**src/rtl/fetch_pkg.sv**
```systemverilog
// Shared types and constants for the fetch sequencer: FSM states, opcode
// field bounds and the opcodes the sequencer itself has to recognise.
package fetch_pkg;

  typedef enum logic [2:0] {
    S_RESET,
    S_FETCH,
    S_WAIT,
    S_ISSUE,
    S_BRANCH,
    S_HALT
  } state_t;

  localparam int unsigned OPC_HI = 15;
  localparam int unsigned OPC_LO = 12;

  localparam logic [3:0] OP_JR   = 4'hA;
  localparam logic [3:0] OP_JA   = 4'hB;
  localparam logic [3:0] OP_JREG = 4'hC;
  localparam logic [3:0] OP_BRZ  = 4'hD;
  localparam logic [3:0] OP_HALT = 4'hF;

  function automatic logic is_branch(input logic [3:0] opc);
    return (opc == OP_JR) || (opc == OP_JA) || (opc == OP_JREG) || (opc == OP_BRZ);
  endfunction

endpackage

```
**src/rtl/mem_wait_timer.sv**
```systemverilog
// Counts consecutive memory-wait cycles; expired marks the last permitted one.
module mem_wait_timer #(
  parameter int unsigned MEM_TIMEOUT = 16
) (
  input  logic clk,
  input  logic rst,
  input  logic clear,
  input  logic enable,
  output logic expired
);

  localparam int unsigned W = $clog2(MEM_TIMEOUT);
  localparam logic [W-1:0] LAST = W'(MEM_TIMEOUT - 1);

  logic [W-1:0] count;

  always_ff @(posedge clk) begin
    if (rst || clear) begin
      count <= '0;
    end else if (enable && !expired) begin
      count <= count + 1'b1;
    end
  end

  assign expired = (count == LAST);

endmodule

```
**src/rtl/fetch_sequencer.sv**
```systemverilog
// Fetch-side controller: reads instructions, hands them to execute over
// valid/ready and steers the addressing unit's PC-source selects.
module fetch_sequencer
  import fetch_pkg::*;
#(
  parameter int unsigned MEM_TIMEOUT = 16
) (
  input  logic        clk,
  input  logic        rst,
  input  logic [15:0] DataBus,
  input  logic        memDataReady,
  input  logic        ir_ready,
  input  logic        cond_z,
  output logic        ReadMem,
  output logic [15:0] IR,
  output logic [7:0]  Iside,
  output logic        ir_valid,
  output logic        ResetPC,
  output logic        PCplusI,
  output logic        PCplus1,
  output logic        Iplus0,
  output logic        Rplus0,
  output logic        PCenable,
  output logic        halted,
  output logic        fault
);

  state_t      state;
  state_t      state_next;
  logic [3:0]  opcode;
  logic        load_ir;
  logic        set_fault;
  logic        timer_clear;
  logic        timer_enable;
  logic        timer_expired;

  assign opcode = IR[OPC_HI:OPC_LO];
  assign Iside  = IR[7:0];

  assign timer_clear  = (state == S_FETCH);
  assign timer_enable = (state == S_WAIT) && !memDataReady;

  mem_wait_timer #(
    .MEM_TIMEOUT(MEM_TIMEOUT)
  ) u_timer (
    .clk    (clk),
    .rst    (rst),
    .clear  (timer_clear),
    .enable (timer_enable),
    .expired(timer_expired)
  );

  always_ff @(posedge clk) begin
    if (rst) begin
      state <= S_RESET;
    end else begin
      state <= state_next;
    end
  end

  always_comb begin
    state_next = state;
    ReadMem    = 1'b0;
    ResetPC    = 1'b0;
    PCplusI    = 1'b0;
    PCplus1    = 1'b0;
    Iplus0     = 1'b0;
    Rplus0     = 1'b0;
    PCenable   = 1'b0;
    load_ir    = 1'b0;
    set_fault  = 1'b0;

    unique case (state)
      S_RESET: begin
        ResetPC    = 1'b1;
        PCenable   = 1'b1;
        state_next = S_FETCH;
      end
      S_FETCH: begin
        ReadMem    = 1'b1;
        state_next = S_WAIT;
      end
      S_WAIT: begin
        ReadMem = 1'b1;
        // A word arriving on the last permitted cycle still beats the timeout.
        if (memDataReady) begin
          load_ir    = 1'b1;
          PCplus1    = 1'b1;
          PCenable   = 1'b1;
          state_next = S_ISSUE;
        end else if (timer_expired) begin
          set_fault  = 1'b1;
          state_next = S_HALT;
        end
      end
      S_ISSUE: begin
        if (ir_ready) begin
          if (opcode == OP_HALT) begin
            state_next = S_HALT;
          end else if (is_branch(opcode)) begin
            state_next = S_BRANCH;
          end else begin
            state_next = S_FETCH;
          end
        end
      end
      S_BRANCH: begin
        state_next = S_FETCH;
        case (opcode)
          OP_JR: begin
            PCplusI  = 1'b1;
            PCenable = 1'b1;
          end
          OP_JA: begin
            Iplus0   = 1'b1;
            PCenable = 1'b1;
          end
          OP_JREG: begin
            Rplus0   = 1'b1;
            PCenable = 1'b1;
          end
          OP_BRZ: begin
            PCplusI  = cond_z;
            PCenable = cond_z;
          end
          default: ;
        endcase
      end
      S_HALT: ;
      default: state_next = S_RESET;
    endcase

    // Reset overrides the decode so the PC is cleared from the very first cycle.
    if (rst) begin
      ReadMem  = 1'b0;
      ResetPC  = 1'b1;
      PCplusI  = 1'b0;
      PCplus1  = 1'b0;
      Iplus0   = 1'b0;
      Rplus0   = 1'b0;
      PCenable = 1'b1;
    end
  end

  always_ff @(posedge clk) begin
    if (rst) begin
      IR       <= '0;
      ir_valid <= 1'b0;
      halted   <= 1'b0;
      fault    <= 1'b0;
    end else begin
      if (load_ir) begin
        IR       <= DataBus;
        ir_valid <= 1'b1;
      end else if ((state == S_ISSUE) && ir_ready) begin
        ir_valid <= 1'b0;
      end
      if (set_fault) begin
        fault <= 1'b1;
      end
      if (state_next == S_HALT) begin
        halted <= 1'b1;
      end
    end
  end

endmodule

```
**config.mk**
```make
export PLATFORM = sky130hd
export DESIGN_NAME = fetch_sequencer
export DESIGN_NICKNAME = d
export VERILOG_FILES = /design/src/rtl/fetch_pkg.sv /design/src/rtl/mem_wait_timer.sv /design/src/rtl/fetch_sequencer.sv
export SDC_FILE = /design/constraint.sdc
export NUM_CORES = 1
export LEC_CHECK = 0
export CAP_MARGIN = 20
export CORE_UTILIZATION = 35
export DETAILED_ROUTE_END_ITERATION = 16
export MAX_ROUTING_LAYER = met4
export PLACE_DENSITY = 0.71
export SETUP_SLACK_MARGIN = 0.4
export SLEW_MARGIN = 20
export SYNTH_ARGS = -nofsm -noshare
export SYNTH_HDL_FRONTEND = slang
export SYNTH_SLANG_ARGS = --single-unit
```
**constraint.sdc**
```tcl
create_clock -name clk -period 3.34 [get_ports clk]
set_clock_uncertainty 0.05 [all_clocks]
set_input_delay 0.334 -clock clk [delete_from_list [all_inputs] [get_ports clk]]
set_output_delay 0.334 -clock clk [all_outputs]
set_load 0.02 [all_outputs]
```
==> results.yml, run 1 <==
placed_design:
  pre_cts_slack_ns: 0.813
  place_congestion: 0.784
  place_area_sq_um: 1760
  dp_hpwl_um: 2200
  port_buffers: 54
finish:
  syn_to_final_growth_pct: 41.9
  drive_gt1_share_pct: 6.00
  layout.nets: 223
  postLayoutCellArea_sq_um: 1800
  diodes: 0
critical_path:
  crit_arrival_ns: 2.16
  required_ns: 2.96
  cp_max_fo: 14
  end_kind: "output pin"
  r2r_cells: 4
  worstReg2RegEnd: "IR[2]"
  critPathKind: "input port to output pin"
  rrSetupSlack_ns: 1.65
  startpoint_type: "input port"
  r2r_start: "state[2]"
sta:
  fin_ws_ns: 0.800
  hold_viol_final: 0
  period_share_pct: 76.1
  tns_ns: 0
  fin_crit_ns: 2.54
  slew_violations: 0
  fmax_ghz: 0.394
  relSlewSlack_pct: 62.7
  finalSetupViolations: 0
  worst_slew_pin_slew_ns: 0.560
  rsz0062_at_grt: "false"
  hold_slack_ns: 0.421
clock_tree:
  cts_hold_buf: 0
  clock_tree.root_cell: "clkbuf_4"
  cts_resized: 0
  post_cts_buffers: 0
  htree_levels: 1
  cts_tree: "built"
  cts.sinks: 26
  cts_buffer_depth: 2
  cts_buffers: 3
  clkTransAtPathRegs_ns: 0.14
  insertion_delay_ns: 0.31
routing:
  wl_per_cell_um: 11.9
  ant_nets: 0
  wl_um: 2930
  via_per_inst: 4.85
  route.detailed.drc: 0
  dr_total_vias: 1194
  drtIter0Drc: 72
  dr.pass1.iters: 2
synth:
  yosys.area_share.simple_pct: 25.5
  synth.avg_cell_area_sq_um: 8.06
  synth_edf_count: 0
  synth.mux.area_fraction_pct: 0
  netlist.area_leader.share_pct: 41.1
  netlist_instances: 157
  synthDistinctLibCells: 38
  ys_warn_count: 0
  async_reset_ff_share_pct: 0
  synth-adder-area-share_pct: 0.989
  synth-seq-area-share_pct: 41.1
  syn_area_sq_um: 1260
  synth-xor-area-share_pct: 2.08
  synth_compound_area_share_pct: 19.7
  synth_top_family_by_area: "simple AND/OR/NAND/NOR gates"
  synth-main-ff-cell: "dfxtp_1"
  synth_area_leader_cell: "dfxtp_1"
  syn_nets: 179
  ys_seq_elements: 26
  synth_area_leaders: "dfxtp_1 (41%), nand2_1 (11%), a21oi_1 (9.1%), buf_4 (5.9%), nor2_1 (2.4%)"
min_path:
  hold_depth: 2
  hp-start: "IR[10]"
  min_to: "IR[10]"
  worstHoldPathType: "register to register"
pwr:
  p_total_uw: 632
  p_leak_uw: 0.000614
  peakVddDrop_v: 0.000165
  p_per_area_nw_per_um2: 352
die:
  design.core.area_sq_um: 3390
  die_y_um: 62.1
  row_count: 21
  die_x_um: 62.1
  dieArea_sq_um: 3860
  boundaryPins: 55
  start_util_pct: 37.3
global_routing:
  grt_start_max_net_pins: 18
  grt_pass1_wl_um: 4890
  grt_pass1_vias: 1129
  overflow: 0
  antenna_found_initial: 0
  grt_usage_pct: 15.7
outcome:
  outcome: "completed"
flow_run:
  cap_violations: 0
[power by group]
group          switching [uW]  internal (uW)
combinational            64.3           70.2
sequential               18.0            322
clock                    90.6           66.5
[state kept, by name (all words and copies together), names as in the netlist]
name / cells
IR: 16
u_timer.count: 4
fault: 1
state: 3
ir_valid: 1
halted: 1
[worst max-delay path, cell delays in order]
cell and delay (ns):
clkdlybuf4s50_1 0.67, nor2_1 0.19, nand3_1 0.13, nor3_1 0.18, clkdlybuf4s50_1 0.64
[placed cells by master (no fill, tap or decap), drive strengths merged, types with 2 or more instances in the layout]
master	Yosys	layout
dfxtp	26	26
buf	14	2
clkdlybuf4s50	0	54
xor2	2	2
and3	4	4
inv	3	3
nand3	6	6
a21oi	23	23
a211oi	2	2
nor3	4	4
nor2	8	8
nand2	36	36
nand2b	3	3
nor2b	3	3
clkbuf	3	4
o21ai	4	4
[worst max-delay path by stage]
stage	start	to	slack (ns)	cells past startpoint
3_5_place_dp	rst	Iplus0	0.81	5
2_1_floorplan	IR[15]	Iplus0	1.71	3
5_1_grt	rst	Rplus0	0.68	5
3_3_place_gp	rst	ResetPC	0.82	4
4_1_cts	rst	Iplus0	0.79	5
6_report	rst	Iplus0	0.80	5
[cells in the mapped netlist, types with 3 or more instances]
library cell and count:
nor2b_1 3, dfxtp_1 26, nor3_1 4, clkbuf_1 3, and3_1 4, nand2b_1 3
a21oi_1 23, nor2_1 8, nand2_1 36, buf_4 10, nand3_1 5
[kinds of logic after synthesis]
kind of cell,after synthesis
simple gates,67
compound gates,39
flops,26
buf+inv,21
xor+xnor,3
fa+ha+maj,1
[layer usage]
metal | track usage [%] | wire length (um) | share of wire, % | vias to the layer above
met2 | 25.0 | 1350 | 46 | 31
met5 | - | 0 | 0 | -
met1 | 18.9 | 1380 | 47 | 542
li1 | - | - | - | 616
met4 | 5.23 | 27 | 0.92 | 0
met3 | 4.60 | 169 | 5.8 | 5
[metrics by stage]
stage / cells / util (%)
floorplan: 157 / -
global placement: 242 / 51.9
detailed placement: 242 / 51.9
CTS: 246 / 53.0
global route: 246 / 53.0
finish: 246 / 53.0
[cell type report]
class                           count  area, sq um
Clock buffer                        4         36.3
Fill cell                         324         1590
Sequential cell                    26          520
Inverter                            4         15.0
Timing Repair Buffer               56          556
Multi-Input combinational cell    110          611
Tap cell                           46         57.6
Note: power is estimated with default switching activity, not from simulation.
==> run 2, diff against run 1 <==
- clock period: 3.34 -> 2.5 ns (I/O delays scaled with it)
==> run 2 against run 1 <==
Against the previous run:
- clock-buffer cell count shrank 1
- hold slack lost 0.0095 ns
- flip-flop and latch count is the same
- non-clock buffer count is the same
- critical path depth shrank 1
- total power grew 45%
==> results.yml, run 2 (same netlist as run 1, synthesis figures left out) <==
critical_path:
  crit_slowest_cell: "clkdlybuf4s50_1"
  critPathKind: "input port to output pin"
  cp_common_cell: "clkdlybuf4s50_1"
  startpoint_type: "input port"
  cp.buffers_inverters: 3
  crit_arrival_ns: 1.70
  cp_max_fo: 23
  end_kind: "output pin"
  max_stage_delay_ns: 0.59
  cp_top_family: "buffers and inverters"
  required_ns: 2.20
  crit_chain: "clkdlybuf4s50_1 -> buf_6 -> a21o_1 -> clkdlybuf4s50_1"
sta:
  tns_ns: 0
  slew_violations: 0
  relSlewSlack_pct: 61.1
  worst_slew_pin_slew_ns: 0.583
  fmax_ghz: 0.499
  finalSetupViolations: 0
  rsz0062_at_grt: "false"
  fin_crit_ns: 2.00
  hold_viol_final: 0
  period_share_pct: 80.1
global_routing:
  grt_start_max_net_pins: 24
  top_usage_layer: "met2"
  grtUsageMet3_pct: 4.78
  antenna_found_initial: 0
  grt_pass1_vias: 1121
  grt_usage_pct: 16.2
  overflow: 0
  grt_use_met2_pct: 28.0
  grt_pass1_wl_um: 4950
  use_met1_pct: 18.5
finish:
  final_common_cell: "clkdlybuf4s50_1"
  diodes: 0
  fin_util_pct: 53.6
  top_regs: "IR (16), u_timer.count (4), state (3)"
  syn_to_final_growth_pct: 43.5
  final_cell_mix: "clkdlybuf4s50_1 (48), nand2_1 (36), dfxtp_1 (23), a21oi_1 (23), nor2_1 (8)"
  layout.nets: 223
  top_register: "IR"
  largest_register_ffs: 16
  drive_gt1_share_pct: 7.50
placed_design:
  dp_hpwl_um: 2170
  place_congestion: 0.820
  port_buffers: 54
die:
  dieArea_sq_um: 3860
  start_util_pct: 37.3
  die_y_um: 62.1
  boundaryPins: 55
  design.core.area_sq_um: 3390
  die_x_um: 62.1
  row_count: 21
clock_tree:
  post_cts_buffers: 0
  cts_tree: "built"
  cts_buffer_depth: 2
  htree_levels: 1
  insertion_delay_ns: 0.32
  cts.sinks: 26
  clock_tree.root_cell: "clkbuf_4"
  clkTransAtPathRegs_ns: 0.14
  cts_buffers: 3
routing:
  drtIter0Drc: 54
  dr_total_vias: 1190
  wl_per_cell_um: 12.0
  via_per_inst: 4.84
  ant_nets: 0
  wl_um: 2950
  dr.pass1.iters: 4
  route.detailed.drc: 0
pwr:
  peakVddDrop_v: 0.000390
  p_leak_uw: 0.000659
  p_per_area_nw_per_um2: 506
min_path:
  worstHoldPathType: "input port to register"
outcome:
  outcome: "completed"
flow_run:
  cap_violations: 0
-- run 2: final timing paths --
kind / start / end / slack, ns / depth (start not counted)
setup / recovery: rst / ResetPC / 0.50 / 4
hold / removal: DataBus[10] / IR[10] / 0.41 / 3
setup reg to reg: state[2] / IR[6] / 0.92 / 4
hold reg to reg: IR[9] / IR[9] / 0.41 / 2
-- run 2: layout make-up --
cell class | instances | area (sq um)
fillers | 321 | 1570
multi-input cells | 110 | 611
repair buffers | 56 | 556
flip-flops and latches | 26 | 524
well taps | 46 | 57.6
clock inverters | 1 | 30.0
clock buffers | 3 | 22.5
inverters | 4 | 15.0
-- run 2: metrics by stage --
| step | hold slack [ns] | total power (uW) | instance area, sq um | std cells | worst slack (ns) |
|---|---|---|---|---|---|
| after floorplan | 0.336 | 565 | 1260 | 157 | 0.956 |
| after global placement | 0.391 | 641 | 1760 | 242 | 0.328 |
| after detailed placement | 0.399 | 644 | 1760 | 242 | 0.312 |
| after CTS | 0.396 | 930 | 1810 | 246 | 0.306 |
| after global routing | 0.393 | 963 | 1820 | 246 | 0.417 |
| final | 0.412 | 918 | 1820 | 246 | 0.497 |
-- run 2: timing repair --
item | in CTS | in global routing
pin swaps | 0 | 0
hold buffers | 0 | 0
endpoints found under the setup margin | 7 | 3
gates resized for setup | 8 | 3
-- run 2: tightest hold or removal path, delay by kind of cell --
kind	cells	cell delay (ns)
AO/OA/AOI/OAI	1	0.05
buffers and inverters	1	0.39
AND/OR/NAND/NOR	1	0.05
-- run 2: metal layers --
| layer | wire [um] | up-vias |
|---|---|---|
| li1 | - | 617 |
| met1 | 1330 | 532 |
| met2 | 1430 | 39 |
| met3 | 184 | 2 |
| met4 | 10 | 0 |
| met5 | 0 | - |
-- run 2: power breakdown --
group / switching (uW) / leakage [uW] / total (uW) / internal [uW]
clock: 123 / 0.0000279 / 285 / 162
combinational: 86.0 / 0.000419 / 178 / 91.5
sequential: 24.5 / 0.000212 / 456 / 431
